==> src/rtl/instr_fetch_unit.sv <==
// Instruction fetch stage: owns the PC, issues credit-limited word fetches to a
// variable-latency in-order memory, and buffers returned words for the decoder.
module instr_fetch_unit #(
  parameter int               XLEN      = 32,
  parameter logic [XLEN-1:0]  RESET_PC  = '0,
  parameter int               BUF_DEPTH = 2
) (
  input  logic            clk,
  input  logic            rst_n,
  output logic            imem_req,
  output logic [XLEN-1:0] imem_addr,
  input  logic            imem_ready,
  input  logic            imem_rvalid,
  input  logic [31:0]     imem_rdata,
  input  logic            redirect_valid,
  input  logic [XLEN-1:0] redirect_pc,
  output logic            instr_valid,
  input  logic            instr_ready,
  output logic [31:0]     instr,
  output logic [XLEN-1:0] instr_pc,
  output logic [6:0]      opcode,
  output logic [1:0]      dbg_state
);

  localparam int          CW      = $clog2(BUF_DEPTH + 1);
  localparam int          PW      = (BUF_DEPTH > 1) ? $clog2(BUF_DEPTH) : 1;
  localparam logic [CW:0] DEPTH_W = (CW + 1)'(BUF_DEPTH);
  localparam logic [31:0] NOP     = 32'h0000_0013;

  typedef enum logic [1:0] {
    FETCH = 2'd0,
    DRAIN = 2'd1
  } state_t;

  state_t          r_state, w_state_nxt;
  logic            r_live;
  logic [XLEN-1:0] r_pc;
  logic [CW-1:0]   r_count, r_outstanding, r_discard;
  logic [CW-1:0]   w_out_nxt, w_discard_nxt;
  logic [PW-1:0]   r_rd_ptr, r_wr_ptr, r_tag_rd, r_tag_wr;
  logic [31:0]     r_buf_instr [BUF_DEPTH];
  logic [XLEN-1:0] r_buf_pc    [BUF_DEPTH];
  logic [XLEN-1:0] r_tag       [BUF_DEPTH];
  logic [CW:0]     w_inflight;
  logic            w_accept, w_resp, w_write, w_pop;
  logic            w_unused_bits;

  function automatic logic [PW-1:0] ptr_inc(input logic [PW-1:0] p);
    return (p == PW'(BUF_DEPTH - 1)) ? '0 : p + 1'b1;
  endfunction

  // Both handshakes are plain valid/ready: a transfer happens in exactly the
  // cycle where valid and ready are both high at the rising edge; valid never
  // waits on ready. Memory responses carry no ready and must be taken.
  assign w_inflight = {1'b0, r_count} + {1'b0, r_outstanding};
  assign imem_req   = r_live && (r_state == FETCH) && (w_inflight < DEPTH_W) &&
                      !redirect_valid;
  assign w_accept   = imem_req && imem_ready;
  assign w_resp     = imem_rvalid && (r_outstanding != '0);
  assign w_write    = w_resp && (r_discard == '0) && !redirect_valid;
  assign w_pop      = instr_valid && instr_ready;
  assign w_out_nxt  = r_outstanding + CW'(w_accept) - CW'(w_resp);

  always_comb begin
    w_state_nxt   = r_state;
    w_discard_nxt = r_discard;
    case (r_state)
      FETCH: begin
        if (redirect_valid) begin
          w_discard_nxt = w_out_nxt;
          if (w_out_nxt != '0) w_state_nxt = DRAIN;
        end
      end
      DRAIN: begin
        // A redirect here only moves the PC; discard already covers everything in flight.
        if (w_resp) w_discard_nxt = r_discard - 1'b1;
        if (w_resp && (r_discard == CW'(1))) w_state_nxt = FETCH;
      end
      default: w_state_nxt = FETCH;
    endcase
  end

  always_ff @(posedge clk or negedge rst_n) begin
    if (!rst_n) begin
      r_state       <= FETCH;
      r_live        <= 1'b0;
      r_pc          <= {RESET_PC[XLEN-1:2], 2'b00};
      r_count       <= '0;
      r_outstanding <= '0;
      r_discard     <= '0;
      r_rd_ptr      <= '0;
      r_wr_ptr      <= '0;
      r_tag_rd      <= '0;
      r_tag_wr      <= '0;
    end else begin
      r_state       <= w_state_nxt;
      r_live        <= 1'b1;
      r_discard     <= w_discard_nxt;
      r_outstanding <= w_out_nxt;
      if (redirect_valid)  r_pc <= {redirect_pc[XLEN-1:2], 2'b00};
      else if (w_accept)   r_pc <= r_pc + XLEN'(4);
      if (w_accept) r_tag_wr <= ptr_inc(r_tag_wr);
      if (w_resp)   r_tag_rd <= ptr_inc(r_tag_rd);
      if (redirect_valid) begin
        r_count  <= '0;
        r_rd_ptr <= '0;
        r_wr_ptr <= '0;
      end else begin
        if (w_write) r_wr_ptr <= ptr_inc(r_wr_ptr);
        if (w_pop)   r_rd_ptr <= ptr_inc(r_rd_ptr);
        r_count <= r_count + CW'(w_write) - CW'(w_pop);
      end
    end
  end

  // Storage needs no reset: contents are only visible behind r_count.
  always_ff @(posedge clk) begin
    if (w_accept) r_tag[r_tag_wr] <= r_pc;
    if (w_write) begin
      r_buf_instr[r_wr_ptr] <= imem_rdata;
      r_buf_pc[r_wr_ptr]    <= r_tag[r_tag_rd];
    end
  end

  assign instr_valid   = (r_count != '0);
  assign instr         = instr_valid ? r_buf_instr[r_rd_ptr] : NOP;
  assign instr_pc      = instr_valid ? r_buf_pc[r_rd_ptr] : '0;
  assign opcode        = instr[6:0];
  assign imem_addr     = r_pc;
  assign dbg_state     = r_state;
  assign w_unused_bits = ^redirect_pc[1:0];

endmodule

==> config.mk <==
export PLATFORM = sky130hd
export DESIGN_NAME = instr_fetch_unit
export DESIGN_NICKNAME = d
export VERILOG_FILES = /design/src/rtl/instr_fetch_unit.sv
export SDC_FILE = /design/constraint.sdc
export NUM_CORES = 1
export LEC_CHECK = 0
export CAP_MARGIN = 20
export CORE_AREA = 2 2 134 136
export CTS_CLUSTER_DIAMETER = 60
export DETAILED_ROUTE_END_ITERATION = 7
export DIE_AREA = 0 0 136 138
export GPL_TIMING_DRIVEN = 0
export HOLD_SLACK_MARGIN = 0.1
export PLACE_DENSITY = 0.84
export SLEW_MARGIN = 0
export SYNTH_ARGS = -nofsm -noshare
export SYNTH_HDL_FRONTEND = slang
export SYNTH_SLANG_ARGS = --single-unit
==> constraint.sdc <==
create_clock -name clk -period 13.2 [get_ports clk]
set_input_delay 3.96 -clock clk [delete_from_list [all_inputs] [get_ports clk]]
set_output_delay 3.96 -clock clk [all_outputs]
set_load 0.01 [all_outputs]
* After elaboration in Yosys (flattened, before gate mapping) *
Memory sizes are Yosys's and may differ from the RTL's.
Cells that the tools add are included.

word-level totals
  memories = 3
  bits of input ports = 70
  logic and storage cells = 76
  memory bits (writable) = 192
  bits in registers = 45
  output and inout port bits = 107

operators by class
  $lt $le $gt $ge = 1
  mux-type cells = 24
  add/sub/neg operators = 11
  reduce and logical (&&, ||, !) cells = 21
  equal/unequal tests = 6

memory list
  name         words  width  read ports  clocked after Yosys merged registers in  wr ports  line  text
  r_buf_instr  2      32     1           0                                        1         41    logic [31:0] r_buf_instr [BUF_DEPTH];
  r_buf_pc     2      32     1           0                                        1         42    logic [XLEN-1:0] r_buf_pc [BUF_DEPTH];
  r_tag        2      32     1           0                                        1         43    logic [XLEN-1:0] r_tag [BUF_DEPTH];

operators with widths
  kind                                                                      count
  32-bit two-way mux                                                        4
  32-bit by 3-bit adder with 32-bit output (second input constant)          1
  2-bit nonzero test                                                        7
  1-bit two-way mux                                                         12
  2-bit two-way mux                                                         6
  1-bit logical AND                                                         9
  2-bit case mux with 2 select lines                                        2
  2-bit inequality test (second input constant)                             3
  3-bit AND reduction                                                       2
  1-bit adder (second input constant)                                       4
  2-bit by 1-bit adder with 2-bit output                                    2
  2-bit by 1-bit == test with 1-bit output (second input constant)          2
  2-bit logical NOT                                                         2
  2-bit by 1-bit subtractor with 2-bit output                               2
  2-bit by 2-bit adder with 3-bit output                                    1
  3-bit by 2-bit < comparator with 1-bit output (second input constant)     1
  2-bit by 1-bit inequality test with 1-bit output (second input constant)  1
  2-bit by 1-bit subtractor with 2-bit output (second input constant)       1
  1-bit logical NOT                                                         1

* Logic depth before layout (Yosys ltp) *
Gate-level depths: netlist (run 1).

  word-level depth = 11
  mapped depth = 13
  gate-level depth less buffers = 12

* Worst setup path after synthesis (run 1) *
No wires, ideal clock.

  path kind = in2out
  start point = input port redirect_valid
  end point = output port imem_req
  buffers on the path = 1
  stages on the path = 3
  required time = 9240 ps
  slack = 4666 ps
  data arrival time = 4574 ps
  path through = buf_2 -> nor4_2 -> and2_1

between the ends
  longest elaborated chain between the ends = 2

ends and longest elaborated chain
  element            line  text
  start, declared    15    input logic redirect_valid,
  1-bit logical NOT  57    !redirect_valid;
  1-bit logical AND  56    assign imem_req = r_live && (r_state == FETCH) && (w_inflight < DEPTH_W) &&
  end, declared      10    output logic imem_req,

Every way passes these cells.

* Worst setup path in the final report (run 1) *
Ends and elaborated chain as after synthesis.

==> results of run 1 <==
==> registers in the layout (all words and copies together) (netlist names), 2 cells and up <==
| name | cells |
|---|---|
| r_count | 2 |
| imem_addr | 30 |
| r_buf_pc | 60 |
| r_tag | 60 |
| r_discard | 2 |
| r_buf_instr | 64 |
| r_outstanding | 2 |
==> worst paths after layout <==
check	endpoint	start	depth (start not counted)	slack, ns
worst max-delay path	imem_req	redirect_valid	4	4.00
worst min-delay path	r_buf_pc[0][7]	r_tag[1][7]	1	0.56
worst max register to register	dbg_state[0]	r_outstanding[0]	13	9.71
worst min register to register	r_buf_pc[0][7]	r_tag[1][7]	1	0.56
max in group asynchronous	imem_addr[30]	rst_n	2	9.26
min in group asynchronous	imem_addr[7]	rst_n	1	3.43
==> cells in the mapped netlist, drive strengths merged, types with 4 or more instances <==
| cell | count | area share |
|---|---|---|
| edfxtp | 184 | 0.58 |
| nor2 | 86 | 0.034 |
| mux2i | 63 | 0.066 |
| dfrtp | 42 | 0.11 |
| nand2 | 42 | 0.017 |
| mux2 | 30 | 0.036 |
| o21ai | 28 | 0.015 |
| buf | 25 | 0.016 |
| nand3 | 18 | 0.013 |
| clkbuf | 15 | 0.0070 |
| inv | 14 | 0.0055 |
| nand4 | 10 | 0.0082 |
| a21oi | 9 | 0.0047 |
| nor4 | 8 | 0.011 |
| a221o | 7 | 0.0074 |
| and2 | 7 | 0.0048 |
| ha | 7 | 0.0092 |
| xnor2 | 7 | 0.0065 |
| o311ai | 6 | 0.0055 |
| and3 | 5 | 0.0040 |
| nor2b | 5 | 0.0033 |
| a31oi | 4 | 0.0026 |
| a32oi | 4 | 0.0037 |
| nor3 | 4 | 0.0026 |
| o211ai | 4 | 0.0032 |
==> layout make-up <==
type | instances | area (um^2)
well taps | 229 | 286.5
clock inverters | 14 | 180.2
fillers | 1162 | 5124
plain buffers | 41 | 230.2
flip-flops and latches | 226 | 6576
clock buffers | 28 | 624.3
multi-input cells | 379 | 2661
inverters | 14 | 52.55
repair buffers | 174 | 1799
==> per-stage QoR <==
step / hold WS (ns) / instances / area (um^2) / power, mW
6_report: 0.5630 / 1105 / 12410 / 2.331
3_5_place_dp: 0.5471 / 1063 / 11610 / 1.664
3_3_place_gp: 0.4734 / 1057 / 11470 / 1.641
5_1_grt: 0.5749 / 1105 / 12410 / 2.435
4_1_cts: 0.5634 / 1105 / 12410 / 2.347
2_1_floorplan: 0.4603 / 660 / 9498 / 1.295
==> power groups by stage <==
stage          registers (mW)  logic, mW  clock network, mW
2_1_floorplan           0.894      0.400                  0
3_3_place_gp            0.901      0.739                  0
3_5_place_dp            0.903      0.761                  0
4_1_cts                 0.889      0.769              0.689
5_1_grt                 0.895      0.822              0.717
6_report                0.891      0.761              0.679
==> kinds of logic after synthesis <==
| group | Yosys count | synth area share |
|---|---|---|
| AO/OA/AOI/OAI | 68 | 0.04724 |
| XOR/XNOR | 9 | 0.008313 |
| adder cells (fa/ha/maj) | 8 | 0.01135 |
| buffers and inverters | 55 | 0.02982 |
| flip-flops | 226 | 0.6935 |
| multiplexers | 93 | 0.1021 |
| other | 2 | 0.0007920 |
| AND/OR/NAND/NOR | 195 | 0.1069 |
==> layer usage <==
| metal | part of all wire | routed length [um] |
|---|---|---|
| met1 | 0.40 | 8385 |
| met2 | 0.50 | 10480 |
| met3 | 0.080 | 1682 |
| met4 | 0.018 | 379 |
| met5 | 0 | 0 |
==> run_results.csv, run 1 <==
group,metric,value,unit
route,drc,0,
clock_network,clkTransAtPathRegs,0.06,ns
worst_setup_path,timing.critical_path.buf_inv,2,
cells_and_area,layout.nets,937,
cells_and_area,syn_to_final_growth,30.88,%
worst_setup_path,cp_slowest_cell,"clkdlybuf4s50_1",
placement,dp_slack,4.029,ns
clock_network,cts-root-buf,"clkbuf_16",
grt,grtUsageTotal,0.2197,
route,via_count,6186,
die,fp.dieW,136,um
route,wirelength,20930,um
grt,use_met1,0.2925,
cells_and_area,layout_commonest_cell,"edfxtp_1",
die,design.die.area,18770,um^2
sta,hold_viol,0,
grt,top_usage_layer,"met2",
synth,synth_cell_types,57,
synth,ys_seq_elements,226,
worst_setup_path,crit_arrival,5.24,ns
clock_network,clock_sinks,226,
sta,slew_violations,0,
clock_network,cts_htree_levels,1,
outcome,status,"completed",
die,die_y,138,um
route,wl_per_cell,18.94,um
power,cellLeakagePower,4.331,nW
grt,grt_pass1_vias,6010,
clock_network,cts_resized,0,
power,power.internal,1.643,mW
grt,antenna_found_initial,0,
sta,maxSlewHeadroom,0.3878,
sta,fin_crit,9.202,ns
grt,grt_util_met3,0.03960,
grt,met2_usage,0.3713,
clock_network,cts_tree,"yes",
power,p_clk_frac,0.291,
sta,fmax,0.1087,GHz
worst_setup_path,worst_setup_path_end_kind,"primary output",
worst_setup_path,path_cells,"buf_2 > nor4_2 > and2_1 > clkdlybuf4s50_1",
worst_setup_path,start_kind,"primary input",
synth,ys_async_sr_fraction,0.1858,
grt,grt_remaining_overflow,0,
sta,clock_skew,0.008073,ns
power,seqPwrFrac,0.382,
worst_setup_path,critical_path.max_stage_delay,0.54,ns
route,first_pass_iters,6,
sta,finalCritPeriodShare,0.6971,
synth,yosysWarnings,0,
synth,yosysSeqAreaShare,0.6935,
synth,syn_area_per_cell,14.46,um^2
sta,fin_tns_setup,0,ns
sta,fin_ws,3.998,ns
synth,synthesis.area,9483,um^2
synth,synthCells,656,
synth,synthFlopType,"edfxtp_1",
die,core-area,17530,um^2
grt,grt_pass1_wl,32230,um
power,swShare,0.2953,
die,start_util,0.5408,
clock_network,cts_buffer_depth,3,
die,rows,49,
synth,synth-edff-count,184,
worst_setup_path,cp_data_required_time,9.24,ns
power,ir_drop,116.8,uV
clock_network,cts_setup_buffers,0,
placement,dpl.hpwl,14080,um
sta,worst_pin_slew,0.9161,ns
run,cap_viol_max_count,0,
sta,grt_setup_unrepaired,"no",
route,ant_nets,0,
die,ios,177,
clock_network,clk_latency,0.50,ns
worst_setup_path,crit_type,"in2out",
cells_and_area,num_antenna_cells,0,
cells_and_area,final_cell_mix,"184 x edfxtp_1, 167 x clkdlybuf4s50_1, 83 x nor2_1, 63 x mux2i_1",
placement,port_buffers,168,
power,p_comb_frac,0.327,
clock_network,cts_buffers,23,
clock_network,cts_hold_buf,0,
power,netSwitchingPower,0.6883,mW
grt,grt_max_degree,32,
cells_and_area,drive_above_1_share,0.1336,
power,p_per_area,187.8,nW/um^2
cells_and_area,utilization,0.7078,
route,drt-initial-drc-count,510,
placement,place.gp.congestion,0.8581,
sta,setup_viol,0,
worst_hold_path,min_path_type,"reg2reg",
worst_setup_path,critPathTopFamily,"buffers and inverters",
worst_setup_path,worst-path-max-fanout,8,
route,viasPerCell,5.598,
(Power assumes the default switching activity.)
==> run 2: changes to the inputs <==
--- a/config.mk
+++ b/config.mk
@@ -6,13 +6,13 @@
 export NUM_CORES = 1
 export LEC_CHECK = 0
 export CAP_MARGIN = 20
-export CORE_AREA = 2 2 134 136
+export CORE_AREA = 2 2 139 141
 export CTS_CLUSTER_DIAMETER = 60
 export DETAILED_ROUTE_END_ITERATION = 7
-export DIE_AREA = 0 0 136 138
+export DIE_AREA = 0 0 141 143
 export GPL_TIMING_DRIVEN = 0
 export HOLD_SLACK_MARGIN = 0.1
-export PLACE_DENSITY = 0.84
+export PLACE_DENSITY = 0.79
 export SLEW_MARGIN = 0
 export SYNTH_ARGS = -nofsm -noshare
 export SYNTH_HDL_FRONTEND = slang
==> constraint.sdc (replaced) <==
create_clock -name clk -period 9.4 [get_ports clk]
set_input_delay 2.82 -clock clk [delete_from_list [all_inputs] [get_ports clk]]
set_output_delay 2.82 -clock clk [all_outputs]
set_load 0.01 [all_outputs]
==> run 2 against run 1 <==
Net effect: utilization fell by 4.5 points; clock power rose by 25%; cell area fell by 0.72%; global-route usage fell by 2.1 points; first-iteration DRC count fell by 8.6%; sequential share of layout area rose by 0.38 points; critical path type unchanged; clock skew fell by 0.00066 ns; register-to-register slack got worse by 3.8 ns; hold slack got worse by 0.022 ns; largest power group unchanged; via count fell by 2.2%.
==> run_results.csv, run 2 (synthesis gave the netlist of run 1 again) <==
group,metric,value,unit
sta,fin_crit,6.916,ns
clock_network,cts_buffers,23,
worst_hold_path,min_path_type,"reg2reg",
cells_and_area,layout_commonest_cell,"edfxtp_1",
grt,grt_pass1_vias,6015,
cells_and_area,layout.nets,937,
worst_setup_path,timing.critical_path.buf_inv,2,
cells_and_area,largest_reg_flops,64,
sta,maxSlewHeadroom,0.3825,
placement,port_buffers,168,
worst_setup_path,crit_arrival,4.10,ns
clock_network,clock_sinks,226,
worst_setup_path,cp_data_required_time,6.58,ns
worst_setup_path,start_kind,"primary input",
outcome,status,"completed",
route,viasPerCell,5.449,
clock_network,clkTransAtPathRegs,0.06,ns
power,p_per_area,256.3,nW/um^2
route,wirelength,20160,um
sta,finalCritPeriodShare,0.7358,
sta,slew_violations,0,
worst_setup_path,critPathTopFamily,"buffers and inverters",
cells_and_area,reg.largest.list,"r_buf_instr (64), r_buf_pc (60), r_tag (60)",
sta,clock_skew,0.007412,ns
clock_network,cts_hold_buf,0,
cells_and_area,final_cell_mix,"184 x edfxtp_1, 167 x clkdlybuf4s50_1, 83 x nor2_1, 63 x mux2i_1",
sta,hold_viol,0,
sta,grt_setup_unrepaired,"no",
clock_network,cts_resized,0,
grt,antenna_found_initial,0,
worst_setup_path,cp_slowest_cell,"clkdlybuf4s50_1",
route,via_count,6048,
grt,grtUsageTotal,0.1991,
route,drc,0,
grt,grt_pass1_wl,31420,um
clock_network,cts_buffer_depth,3,
die,design.die.area,20160,um^2
worst_setup_path,critical_path.max_stage_delay,0.53,ns
worst_setup_path,crit_type,"in2out",
run,cap_viol_max_count,0,
worst_setup_path,worst-path-max-fanout,8,
die,core-area,18580,um^2
placement,dpl_cell_area,11620,um^2
power,cellLeakagePower,4.282,nW
route,drt-initial-drc-count,466,
clock_network,cts-root-buf,"clkbuf_16",
die,start_util,0.5104,
clock_network,cts_tree,"yes",
cells_and_area,drive_above_1_share,0.1244,
die,rows,50,
sta,fin_tns_setup,0,ns
cells_and_area,largest_register,"r_buf_instr",
placement,dpl.hpwl,13970,um
route,ant_nets,0,
sta,setup_viol,0,
worst_setup_path,worst_setup_path_end_kind,"primary output",
clock_network,cts_setup_buffers,0,
die,ios,177,
placement,place.gp.congestion,0.9196,
worst_setup_path,path_cells,"buf_2 > nor4_2 > and2_1 > clkdlybuf4s50_1",
route,first_pass_iters,5,
cells_and_area,fin_area,12320,um^2
sta,fmax,0.1446,GHz
route,wl_per_cell,18.17,um
grt,grt_max_degree,40,
cells_and_area,num_antenna_cells,0,
cells_and_area,syn_to_final_growth,29.94,%
die,fp.dieW,141,um
power,ir_drop,132.0,uV
sta,worst_pin_slew,0.9241,ns
clock_network,clk_latency,0.50,ns
grt,grt_remaining_overflow,0,
die,die_y,143,um
clock_network,cts_htree_levels,1,
==> run 2: cell type report <==
cell class,count,area (um^2)
flip-flops and latches,226,6576
fillers,1308,6259
multi-input cells,379,2661
repair buffers,174,1804
clock buffers,29,618.1
well taps,234,292.8
plain buffers,41,230.2
clock inverters,13,86.33
inverters,14,52.55
==> run 2: layer usage <==
layer / vias up / part of all wire / track usage
li1: 2825 / - / -
met1: 2919 / 0.42 / 0.2609
met2: 263 / 0.49 / 0.3407
met3: 41 / 0.072 / 0.04058
met4: 0 / 0.020 / 0.05632
met5: - / 0 / 0
==> run 2: where the power goes <==
| part | switching [mW] | internal [mW] | leakage, nW |
|---|---|---|---|
| Combinational | 0.520 | 0.541 | 1.76 |
| Sequential | 0.0653 | 1.18 | 2.17 |
| Clock | 0.358 | 0.492 | 0.350 |
==> run 2: path summary, 6_finish.rpt <==
check | startpoint | end | slack (ns) | cells after the start
max in group asynchronous | rst_n | imem_addr[28] | 6.85 | 2
min | r_tag_wr | r_tag_wr | 0.54 | 1
max | redirect_valid | imem_req | 2.48 | 4
min reg2reg | r_tag_wr | r_tag_wr | 0.54 | 1
min in group asynchronous | rst_n | imem_addr[6] | 2.12 | 1
max reg2reg | r_outstanding[0] | dbg_state[0] | 5.92 | 13
==> run 2: per-stage QoR <==
step | hold slack [ns] | total power [mW] | instances | setup WS, ns | util
after detailed placement | 0.5313 | 2.336 | 1068 | 2.512 | 0.6253
after CTS | 0.5417 | 3.188 | 1110 | 2.500 | 0.6632
after global placement | 0.4736 | 2.311 | 1062 | 0.7211 | 0.6174
final | 0.5406 | 3.159 | 1110 | 2.484 | 0.6632
after global routing | 0.5797 | 3.306 | 1110 | 2.441 | 0.6632
after floorplan | 0.4603 | 1.818 | 660 | 2.825 | -
==> run 2: worst register-to-register path: stages, from the launching register on <==
cell and delay [ns]:
dfrtp_1 0.39, and2_1 0.17, fa_1 0.46, nor4_2 0.35
and3_4 0.27, inv_2 0.08, clkbuf_1 0.33, ha_1 0.42
inv_1 0.05, ha_1 0.18, xnor2_1 0.13, xnor2_1 0.27
o21ai_0 0.12, o21ai_0 0.19
==> run 3: changes to the inputs <==
--- a/config.mk
+++ b/config.mk
@@ -6,13 +6,13 @@
 export NUM_CORES = 1
 export LEC_CHECK = 0
 export CAP_MARGIN = 20
-export CORE_AREA = 2 2 139 141
+export CORE_AREA = 2 2 146 148
 export CTS_CLUSTER_DIAMETER = 60
 export DETAILED_ROUTE_END_ITERATION = 7
-export DIE_AREA = 0 0 141 143
+export DIE_AREA = 0 0 148 150
 export GPL_TIMING_DRIVEN = 0
 export HOLD_SLACK_MARGIN = 0.1
-export PLACE_DENSITY = 0.79
+export PLACE_DENSITY = 0.76
 export SLEW_MARGIN = 0
 export SYNTH_ARGS = -nofsm -noshare
 export SYNTH_HDL_FRONTEND = slang
==> constraint.sdc (replaced) <==
create_clock -name clk -period 5.6 [get_ports clk]
set_input_delay 1.68 -clock clk [delete_from_list [all_inputs] [get_ports clk]]
set_output_delay 1.68 -clock clk [all_outputs]
set_load 0.01 [all_outputs]
==> run 3 against run 2 <==
Net effect: critical path depth up 1; power up 71%; clock skew up 0.0013 ns; first-iteration DRC count down 15%; utilization down 6.4 points; count of clock-buffer cells in the layout down 4; cell area up 0.65%; flip-flop and latch count unchanged; global-route usage down 1.5 points; sequential share of layout area down 0.34 points; routed wire length up 2.2%; sequential power up 67%.
==> run_results.csv, run 3 (synthesis gave the netlist of run 1 again) <==
group,metric,value,unit
clock_network,cts_buffers,23,
route,ant_nets,0,
sta,maxSlewHeadroom,0.3783,
sta,clock_skew,0.008758,ns
sta,setup_viol,0,
grt,grt_pass1_vias,6072,
die,core-area,20690,um^2
placement,dpl.hpwl,14580,um
grt,grt_remaining_overflow,0,
route,drt-initial-drc-count,397,
route,via_count,6001,
placement,port_buffers,168,
power,cellLeakagePower,4.287,nW
worst_setup_path,crit_arrival,3.16,ns
sta,holdWs,0.5369,ns
sta,hold_viol,0,
cells_and_area,layout.nets,936,
worst_hold_path,min_path_type,"reg2reg",
cells_and_area,reg.largest.list,"r_buf_instr (64), r_buf_pc (60), r_tag (60)",
route,drc,0,
worst_setup_path,r2r-end,"r_discard[1]",
route,wirelength,20600,um
clock_network,clk_latency,0.51,ns
route,viasPerCell,5.218,
cells_and_area,drive_above_1_share,0.1280,
clock_network,cts_tree,"yes",
die,fp.dieW,148,um
outcome,status,"completed",
grt,antenna_found_initial,0,
power,power.internal,3.787,mW
route,first_pass_iters,5,
clock_network,clock_sinks,226,
clock_network,cts_htree_levels,1,
grt,grt_pass1_wl,32000,um
clock_network,cts_setup_buffers,0,
sta,worst_pin_slew,0.9303,ns
die,design.die.area,22200,um^2
clock_network,cts_resized,0,
worst_setup_path,r2r_cells,13,
cells_and_area,syn_to_final_growth,30.78,%
die,start_util,0.4583,
route,wl_per_cell,17.92,um
power,p_clk_frac,0.282,
worst_setup_path,worst_setup_path_end_kind,"primary output",
cells_and_area,layout_commonest_cell,"edfxtp_1",
sta,fin_crit,4.841,ns
die,die_y,150,um
power,netSwitchingPower,1.608,mW
placement,dp_slack,1.045,ns
sta,finalCritPeriodShare,0.8645,
clock_network,clkTransAtPathRegs,0.06,ns
grt,grt_max_degree,31,
clock_network,cts-root-buf,"clkbuf_16",
cells_and_area,final_cell_mix,"184 x edfxtp_1, 167 x clkdlybuf4s50_1, 83 x nor2_1, 63 x mux2i_1",
cells_and_area,largest_register,"r_buf_instr",
die,ios,177,
run,cap_viol_max_count,0,
sta,grt_setup_unrepaired,"no",
grt,grtUsageTotal,0.1836,
worst_hold_path,hold_depth,0,
die,rows,53,
clock_network,cts_buffer_depth,3,
worst_setup_path,cp_data_required_time,3.92,ns
cells_and_area,num_antenna_cells,0,
placement,place.gp.congestion,0.8394,
power,seqPwrFrac,0.388,
cells_and_area,largest_reg_flops,64,
power,ir_drop,283.2,uV
worst_setup_path,crit_type,"reg2out",
worst_hold_path,min-delay-start,"imem_addr[31]",
worst_setup_path,start_kind,"register",
sta,slew_violations,0,
clock_network,cts_hold_buf,0,
worst_hold_path,min_to,"r_tag[1][31]",
power,swShare,0.2981,
power,p_comb_frac,0.330,
sta,fin_ws,0.7585,ns
power,p_per_area,435.0,nW/um^2
sta,fmax,0.2065,GHz
worst_setup_path,ff2ff_setup_slack,2.33,ns
worst_setup_path,worst-path-max-fanout,10,
worst_setup_path,r2r_start,"r_outstanding[0]",
[run 3: cell types whose count changed in the layout (fill, tap and decap cells not counted)]
cell / delta
clkinvlp_4: +3
inv_6: -1
bufinv_16: +2
and2_1: -1
clkinv_1: -1
clkbuf_1: -2
clkbuf_8: -2
and2_2: +1
inv_16: +1
buf_16: -1
[run 3: how the worst max path moves through the flow]
stage	startpoint	end	slack (ns)	cells past startpoint
floorplan	redirect_valid	r_buf_instr[0][0]	0.17	4
global placement	imem_rvalid	r_buf_instr[1][23]	-2.14	6
detailed placement	redirect_valid	imem_req	1.05	4
CTS	r_count[1]	instr_pc[21]	0.60	5
global route	r_count[1]	instr_pc[21]	0.43	5
finish	r_count[1]	instr_pc[22]	0.76	5
[run 3: worst max-delay path: stages (launching register included)]
cell             delay, ns
dfrtp_1               0.43
nor2_1                0.70
clkbuf_1              0.44
clkbuf_1              0.43
nor2_1                0.10
clkdlybuf4s50_1       0.53
[run 3: stage by stage]
stage               TNS [ns]  power [mW]  utilization  cells  area [um^2]
global route               0       5.661       0.5994   1150        12400
detailed placement         0       3.931       0.5627   1108        11640
finish                     0       5.395       0.5994   1150        12400
CTS                        0       5.453       0.5994   1150        12400
floorplan                  0       3.052            -    660         9498
global placement     -263.67       3.898       0.5570   1103        11520
[run 3: final cells by class]
| class | count | area [um^2] |
|---|---|---|
| clock inverter | 17 | 176.4 |
| inverter | 14 | 52.55 |
| clock buffer | 25 | 583.1 |
| sequential | 226 | 6576 |
| fill | 1647 | 8288 |
| timing repair buffer | 173 | 1777 |
| buffer | 41 | 230.2 |
| tap | 275 | 344.1 |
| multi-input combinational | 379 | 2663 |
[run 3: power groups by stage]
stage	sequential [mW]	combinational (mW)	clock [mW]
after floorplan	2.11	0.943	0
after global placement	2.13	1.77	0
after detailed placement	2.13	1.80	0
after CTS	2.09	1.81	1.55
after global routing	2.11	1.94	1.61
final	2.09	1.78	1.52
[run 3: per-layer routing]
layer / track usage / wire [um]
met5: 0 / 0
met3: 0.03445 / 1180
met2: 0.3012 / 9920
met1: 0.2433 / 8776
met4: 0.07333 / 724
